--- src/rtl/noc_rr_xbar_if.sv ---
// Handshake bundle between the CPU ports and noc_rr_xbar.
// master = CPU side, slave = crossbar side.
interface noc_rr_xbar_if #(
    parameter int unsigned CPU_NB = 4,
    parameter int unsigned DATA_W = 64
);
    logic [CPU_NB-1:0]             data_cpu_to_noc_rdy;
    logic [CPU_NB-1:0]             data_cpu_to_noc_vld;
    logic [CPU_NB-1:0][DATA_W-1:0] data_cpu_to_noc;
    logic [CPU_NB-1:0]             data_noc_to_cpu_rdy;
    logic [CPU_NB-1:0]             data_noc_to_cpu_vld;
    logic [CPU_NB-1:0][DATA_W-1:0] data_noc_to_cpu;

    modport master (
        input  data_cpu_to_noc_rdy,
        output data_cpu_to_noc_vld,
        output data_cpu_to_noc,
        output data_noc_to_cpu_rdy,
        input  data_noc_to_cpu_vld,
        input  data_noc_to_cpu
    );

    modport slave (
        output data_cpu_to_noc_rdy,
        input  data_cpu_to_noc_vld,
        input  data_cpu_to_noc,
        input  data_noc_to_cpu_rdy,
        output data_noc_to_cpu_vld,
        output data_noc_to_cpu
    );
endinterface

--- src/rtl/noc_rr_xbar.sv ---
// CPU_NB x CPU_NB crossbar: input FIFOs, per-output round-robin arbiters, output FIFOs.
// Define NOC_STATS_EN to add the drop_cnt / rx_cnt statistics ports.
module noc_rr_xbar #(
    parameter int unsigned CPU_NB    = 4,
    parameter int unsigned DATA_W    = 64,
    parameter int unsigned IN_DEPTH  = 2,
    parameter int unsigned OUT_DEPTH = 4
) (
    input  logic              clk,
    input  logic              rst,
    noc_rr_xbar_if.slave      bus
`ifdef NOC_STATS_EN
    ,
    output logic [31:0]             drop_cnt,
    output logic [CPU_NB-1:0][31:0] rx_cnt
`endif
);
    localparam int unsigned DEST_W = $clog2(CPU_NB);
    localparam int unsigned IN_AW  = $clog2(IN_DEPTH);
    localparam int unsigned OUT_AW = $clog2(OUT_DEPTH);
    localparam int unsigned IN_CW  = IN_AW + 1;
    localparam int unsigned OUT_CW = OUT_AW + 1;
    localparam logic [IN_CW-1:0]  IN_FULL  = IN_CW'(IN_DEPTH);
    localparam logic [OUT_CW-1:0] OUT_FULL = OUT_CW'(OUT_DEPTH);

    logic [DATA_W-1:0] in_mem  [CPU_NB][IN_DEPTH];
    logic [IN_AW-1:0]  in_wp   [CPU_NB];
    logic [IN_AW-1:0]  in_rp   [CPU_NB];
    logic [IN_CW-1:0]  in_cnt  [CPU_NB];

    logic [DATA_W-1:0] out_mem [CPU_NB][OUT_DEPTH];
    logic [OUT_AW-1:0] out_wp  [CPU_NB];
    logic [OUT_AW-1:0] out_rp  [CPU_NB];
    logic [OUT_CW-1:0] out_cnt [CPU_NB];

    logic [DEST_W-1:0] ptr       [CPU_NB];
    logic [DEST_W-1:0] grant_idx [CPU_NB];
    logic [DATA_W-1:0] in_head   [CPU_NB];
    logic [DEST_W-1:0] in_dest   [CPU_NB];

    logic [CPU_NB-1:0] in_ne;
    logic [CPU_NB-1:0] in_rdy;
    logic [CPU_NB-1:0] in_push;
    logic [CPU_NB-1:0] in_pop;
    logic [CPU_NB-1:0] in_drop;
    logic [CPU_NB-1:0] out_ne;
    logic [CPU_NB-1:0] out_push;
    logic [CPU_NB-1:0] out_pop;

    // Input side: head decode, ready from the registered count only.
    always_comb begin
        for (int unsigned i = 0; i < CPU_NB; i++) begin
            in_ne[i]   = (in_cnt[i] != '0);
            in_rdy[i]  = (in_cnt[i] < IN_FULL);
            in_head[i] = in_mem[i][in_rp[i]];
            in_dest[i] = in_head[i][DATA_W-1 -: DEST_W];
            in_drop[i] = in_ne[i] && (32'(in_dest[i]) >= CPU_NB);
            in_push[i] = bus.data_cpu_to_noc_vld[i] && in_rdy[i];
        end
        bus.data_cpu_to_noc_rdy = in_rdy;
    end

    // Output side: registered FIFO head drives the port directly.
    always_comb begin
        for (int unsigned j = 0; j < CPU_NB; j++) begin
            out_ne[j]                  = (out_cnt[j] != '0);
            out_pop[j]                 = out_ne[j] && bus.data_noc_to_cpu_rdy[j];
            bus.data_noc_to_cpu_vld[j] = out_ne[j];
            bus.data_noc_to_cpu[j]     = out_mem[j][out_rp[j]];
        end
    end

    // Each input requests a single output, so per-output arbiters never
    // contend for the same input pop; bad-dest heads are popped unarbitrated.
    always_comb begin
        logic              found;
        logic [DEST_W-1:0] idx;
        found    = 1'b0;
        idx      = '0;
        in_pop   = in_drop;
        out_push = '0;
        for (int unsigned j = 0; j < CPU_NB; j++) begin
            grant_idx[j] = ptr[j];
        end
        for (int unsigned j = 0; j < CPU_NB; j++) begin
            found = 1'b0;
            if (out_cnt[j] < OUT_FULL) begin
                for (int unsigned k = 1; k <= CPU_NB; k++) begin
                    idx = DEST_W'((32'(ptr[j]) + k) % CPU_NB);
                    if (!found && in_ne[idx] && (32'(in_dest[idx]) == j)) begin
                        found        = 1'b1;
                        grant_idx[j] = idx;
                        out_push[j]  = 1'b1;
                        in_pop[idx]  = 1'b1;
                    end
                end
            end
        end
    end

    always_ff @(posedge clk or posedge rst) begin
        if (rst) begin
            for (int unsigned i = 0; i < CPU_NB; i++) begin
                in_wp[i]   <= '0;
                in_rp[i]   <= '0;
                in_cnt[i]  <= '0;
                out_wp[i]  <= '0;
                out_rp[i]  <= '0;
                out_cnt[i] <= '0;
                ptr[i]     <= DEST_W'(CPU_NB - 1);
                for (int unsigned d = 0; d < IN_DEPTH; d++) begin
                    in_mem[i][d] <= '0;
                end
                for (int unsigned d = 0; d < OUT_DEPTH; d++) begin
                    out_mem[i][d] <= '0;
                end
            end
        end else begin
            for (int unsigned i = 0; i < CPU_NB; i++) begin
                if (in_push[i]) begin
                    in_mem[i][in_wp[i]] <= bus.data_cpu_to_noc[i];
                    in_wp[i]            <= in_wp[i] + 1'b1;
                end
                if (in_pop[i]) begin
                    in_rp[i] <= in_rp[i] + 1'b1;
                end
                in_cnt[i] <= in_cnt[i] + IN_CW'(in_push[i]) - IN_CW'(in_pop[i]);
            end
            for (int unsigned j = 0; j < CPU_NB; j++) begin
                if (out_push[j]) begin
                    out_mem[j][out_wp[j]] <= in_head[grant_idx[j]];
                    out_wp[j]             <= out_wp[j] + 1'b1;
                    ptr[j]                <= grant_idx[j];
                end
                if (out_pop[j]) begin
                    out_rp[j] <= out_rp[j] + 1'b1;
                end
                out_cnt[j] <= out_cnt[j] + OUT_CW'(out_push[j]) - OUT_CW'(out_pop[j]);
            end
        end
    end

`ifdef NOC_STATS_EN
    logic [31:0] drop_add;

    always_comb begin
        drop_add = '0;
        for (int unsigned i = 0; i < CPU_NB; i++) begin
            drop_add = drop_add + 32'(in_drop[i]);
        end
    end

    always_ff @(posedge clk or posedge rst) begin
        if (rst) begin
            drop_cnt <= '0;
            rx_cnt   <= '0;
        end else begin
            drop_cnt <= drop_cnt + drop_add;
            for (int unsigned j = 0; j < CPU_NB; j++) begin
                rx_cnt[j] <= rx_cnt[j] + 32'(out_pop[j]);
            end
        end
    end
`endif

endmodule

--- src/flat_wrapper.sv ---
// flat-port wrapper written by rule: the top's interface ports become plain ports
module noc_rr_xbar_flat 
#(
    parameter int unsigned CPU_NB    = 4,
    parameter int unsigned DATA_W    = 64,
    parameter int unsigned IN_DEPTH  = 2,
    parameter int unsigned OUT_DEPTH = 4
)
  (clk, rst, bus_data_cpu_to_noc_rdy, bus_data_cpu_to_noc_vld, bus_data_cpu_to_noc, bus_data_noc_to_cpu_rdy, bus_data_noc_to_cpu_vld, bus_data_noc_to_cpu);
  noc_rr_xbar_if #(.CPU_NB(CPU_NB), .DATA_W(DATA_W)) bus_i ();
  input  logic clk;
  input  logic rst;
  output wire logic [$bits(bus_i.data_cpu_to_noc_rdy)-1:0] bus_data_cpu_to_noc_rdy;
  input wire logic [$bits(bus_i.data_cpu_to_noc_vld)-1:0] bus_data_cpu_to_noc_vld;
  input wire logic [$bits(bus_i.data_cpu_to_noc)-1:0] bus_data_cpu_to_noc;
  input wire logic [$bits(bus_i.data_noc_to_cpu_rdy)-1:0] bus_data_noc_to_cpu_rdy;
  output wire logic [$bits(bus_i.data_noc_to_cpu_vld)-1:0] bus_data_noc_to_cpu_vld;
  output wire logic [$bits(bus_i.data_noc_to_cpu)-1:0] bus_data_noc_to_cpu;
  assign bus_data_cpu_to_noc_rdy = bus_i.data_cpu_to_noc_rdy;
  assign bus_i.data_cpu_to_noc_vld = bus_data_cpu_to_noc_vld;
  assign bus_i.data_cpu_to_noc = bus_data_cpu_to_noc;
  assign bus_i.data_noc_to_cpu_rdy = bus_data_noc_to_cpu_rdy;
  assign bus_data_noc_to_cpu_vld = bus_i.data_noc_to_cpu_vld;
  assign bus_data_noc_to_cpu = bus_i.data_noc_to_cpu;
  noc_rr_xbar #(.CPU_NB(CPU_NB), .DATA_W(DATA_W), .IN_DEPTH(IN_DEPTH), .OUT_DEPTH(OUT_DEPTH)) u_core (.clk(clk), .rst(rst), .bus(bus_i));
endmodule
--- config.mk ---
export PLATFORM = sky130hd
export DESIGN_NAME = noc_rr_xbar_flat
export DESIGN_NICKNAME = d
export VERILOG_FILES = /design/src/rtl/noc_rr_xbar_if.sv /design/src/rtl/noc_rr_xbar.sv /design/src/flat_wrapper.sv
export SDC_FILE = /design/constraint.sdc
export NUM_CORES = 2
export LEC_CHECK = 0
export ABC_CLOCK_PERIOD_IN_PS = 91200
export CAP_MARGIN = 20
export CORE_ASPECT_RATIO = 0.7
export CORE_UTILIZATION = 35
export CTS_CLUSTER_DIAMETER = 80
export DETAILED_ROUTE_END_ITERATION = 6
export SETUP_SLACK_MARGIN = 0.15
export SYNTH_ARGS = -nofsm -noshare
export SYNTH_HDL_FRONTEND = slang
export SYNTH_SLANG_ARGS = --single-unit
--- constraint.sdc ---
create_clock -name clk -period 91.2 [get_ports clk]
set_input_delay 18.24 -clock clk [delete_from_list [all_inputs] [get_ports clk]]
set_output_delay 18.24 -clock clk [all_outputs]
set_load 0.1 [all_outputs]
==> flow_summary.yaml <==
sta:
  fmax_ghz: 0.0433
  slew_headroom_pct: 19.7
  tns_ps: 0
  final_hold_viol_count: 0
  rsz0062_at_grt: "no"
  period_minus_slack_ps: 23090
  tightest_slew_ps: 1210
  setup_viol: 0
  fin_crit_sh_pct: 25.3
  slew_violations: 0
  fin_worst_skew_ps: 87.7
global_route:
  grt_use_met1_pct: 32.6
  busiest_layer: "met2"
  use_met2_pct: 35.6
  gr-total-overflow: 0
  grt_pass1_wl_mm: 366
  grt_max_degree: 126
  first_global_vias: 52100
  grt_use_total_pct: 23.0
  met3_usage_pct: 5.29
  antenna_found_initial: 17
die:
  num_rows: 141
  ioPinCount: 530
  die_area_sq_um: 215000
  core_sq_um: 211000
  die_height_microns: 388
  start_util_pct: 35.3
  die_w_microns: 554
clocking:
  cts_tree: "built"
  cts_setup_buffers: 0
  root_buffer: "clkbuf_16"
  clk_latency_ps: 850
  cts.reportedPaths.clkPinSlew_ps: 60
  numCtsBuffers: 173
  htreeDepth: 4
  clock_path_buffers: 4
  clock_sinks: 1588
  holdBufCountCts: 0
  ctsResizeCount: 0
logic_synthesis:
  yosysTopAreaCellShare_pct: 53.0
  async_flop_share_pct: 100
  synth_edf_count: 0
  synth-seq-cells: 1588
  syn_avg_cell_area_sq_um: 12.1
  synth_area_sq_um: 74600
  synth_area_leader_cell: "dfrtp_1"
  synth_top_cells_by_area: "dfrtp_1, mux4_2, mux2_2, mux2i_1, nand2_1"
  synth_ff_type: "dfrtp_1"
  yosysSeqAreaShare_pct: 53.3
  synthesis.nets: 6482
  synth_cells: 6160
  yosysWarnings: 0
  yosysUniqueCellTypes: 81
flow_run:
  maxCapViolations: 0
placement:
  dp_hpwl_mm: 170
  place.gp.congestion: 0.860
  io_buffers: 529
  postPlaceCellArea_sq_um: 82600
detailed_routing:
  ant_nets: 0
  vias: 52500
  wl_per_cell_microns: 26.5
  routed_wl_mm: 250
  drt_iter0_drc: 5077
  via_per_inst: 5.57
  first_pass_iters: 6
  remaining_drc_errors: 0
worst_setup_path:
  critical_path.cell_chain: "clkdlybuf4s50_1 -> inv_8 -> buf_4 -> buf_4 -> buf_16 -> buf_4 -> buf_4 -> buf_4 -> buf_4"
  cpPeakStageDelay_ps: 860
  crit_path_frequent_cell: "buf_4"
  cp_top_family: "buffers and inverters"
  start_kind: "input pin"
  required_ps: 91970
  crit_path_end_kind: "async pin"
  cp_max_fo: 125
  crit_slowest_cell: "buf_4"
  cp.arrival_ps: 23860
  crit_buf_inv: 9
  crit_type: "in2async"
run_status:
  status: "finished clean"
final_layout:
  drive_above_1_share_pct: 21.0
  layout.nets: 6840
  utilization_pct: 41.8
  final_area_sq_um: 88400
  fill_cells: 19500
  area_growth_pct: 18.6
worst_hold_path:
  min_path_type: "reg2reg"
[state kept, by name, indices dropped and copies added, names as in the netlist]
| name | flops |
|---|---|
| u_core.in_wp | 4 |
| u_core.in_mem | 512 |
| u_core.out_rp | 8 |
| u_core.in_rp | 4 |
| u_core.out_mem | 1024 |
| u_core.out_wp | 8 |
| u_core.out_cnt | 12 |
| u_core.in_cnt | 8 |
| u_core.ptr | 8 |
[metal layers]
metal | part of all wire [%] | routed length [microns]
met1 | 44 | 110000
met2 | 46 | 114000
met3 | 7.7 | 19300
met4 | 2.6 | 6370
met5 | 0.025 | 63
[cells in the mapped netlist (5+ instances only)]
cell type	n
dfrtp_1	1580
nand2_1	1158
o21ai_0	528
mux2_2	520
o21ai_1	475
mux2i_1	438
mux4_2	387
clkbuf_1	339
a21oi_1	138
inv_1	58
ha_1	52
a22oi_2	50
buf_2	44
buf_1	43
xnor2_1	25
and2_1	21
nor2_1	19
nand2b_1	18
a22oi_1	16
a31oi_1	15
nand3_1	15
buf_6	12
xor2_1	12
a211oi_1	11
nand3b_1	11
nor2b_1	10
nor3_1	10
dfstp_2	8
o2111ai_1	8
o211ai_1	8
or3_1	8
buf_4	7
nand4_1	7
nor4_1	7
or2_2	7
a2111o_1	5
[placed cells by master, fill, tap and decap left out, types with 22 or more instances in the layout]
| master | count |
|---|---|
| a21oi_1 | 138 |
| mux2i_1 | 438 |
| nand2_1 | 1138 |
| xnor2_1 | 25 |
| mux2_2 | 520 |
| clkbuf_16 | 174 |
| clkdlybuf4s50_1 | 529 |
| o21ai_0 | 528 |
| clkbuf_8 | 31 |
| a22oi_2 | 50 |
| mux4_2 | 387 |
| dfrtp_1 | 1568 |
| ha_1 | 52 |
| clkbuf_1 | 38 |
| clkinv_2 | 22 |
| buf_4 | 86 |
| inv_1 | 57 |
| o21ai_1 | 475 |
[cell type report]
class	instances	area (sq um)	share of cell area (%)
timing repair buffer	628	6280	7.11
sequential	1588	39800	45.0
inverter	63	256	0.290
clock inverter	51	672	0.760
clock buffer	243	4920	5.57
multi-input combinational	4064	33000	37.3
tap	2788	3490	3.95
antenna	9	22.5	0.0255
[final timing paths]
kind,startpoint,endpoint,slack [ps],cells past startpoint
hold / removal,u_core.out_mem[319],u_core.out_mem[319],470,1
hold reg to reg,u_core.out_mem[319],u_core.out_mem[319],470,1
max in group clk,u_core.out_rp[4],bus_data_noc_to_cpu[68],68400,4
min in group asynchronous,rst,u_core.in_mem[242],18010,2
setup reg to reg,u_core.in_rp[3],u_core.out_mem[677],85230,12
setup / recovery,rst,u_core.in_mem[407],68110,9
[per-stage QoR]
step	instances	setup WS, ps	hold slack (ps)
6_report	9434	68110	466
5_1_grt	9429	67290	476
4_1_cts	9418	67440	465
3_5_place_dp	9124	66580	449
3_3_place_gp	9119	66820	445
2_1_floorplan	6160	28170	429
[kinds of logic (layout without fill, tap and decap cells)]
family | count (synthesis) | in the layout | share of synthesized area [%]
AO/OA/AOI/OAI | 1305 | 1305 | 9.80
flip-flops | 1588 | 1588 | 53.3
XOR/XNOR | 39 | 39 | 0.493
adder cells (fa/ha/maj) | 56 | 56 | 0.980
multiplexers | 1348 | 1348 | 25.5
AND/OR/NAND/NOR | 1316 | 1316 | 7.13
other | 0 | 9 | 0
buffers and inverters | 508 | 985 | 2.79
Power is not shown: default switching activity piles up to over one toggle a cycle in this logic, so the estimate is an artifact.
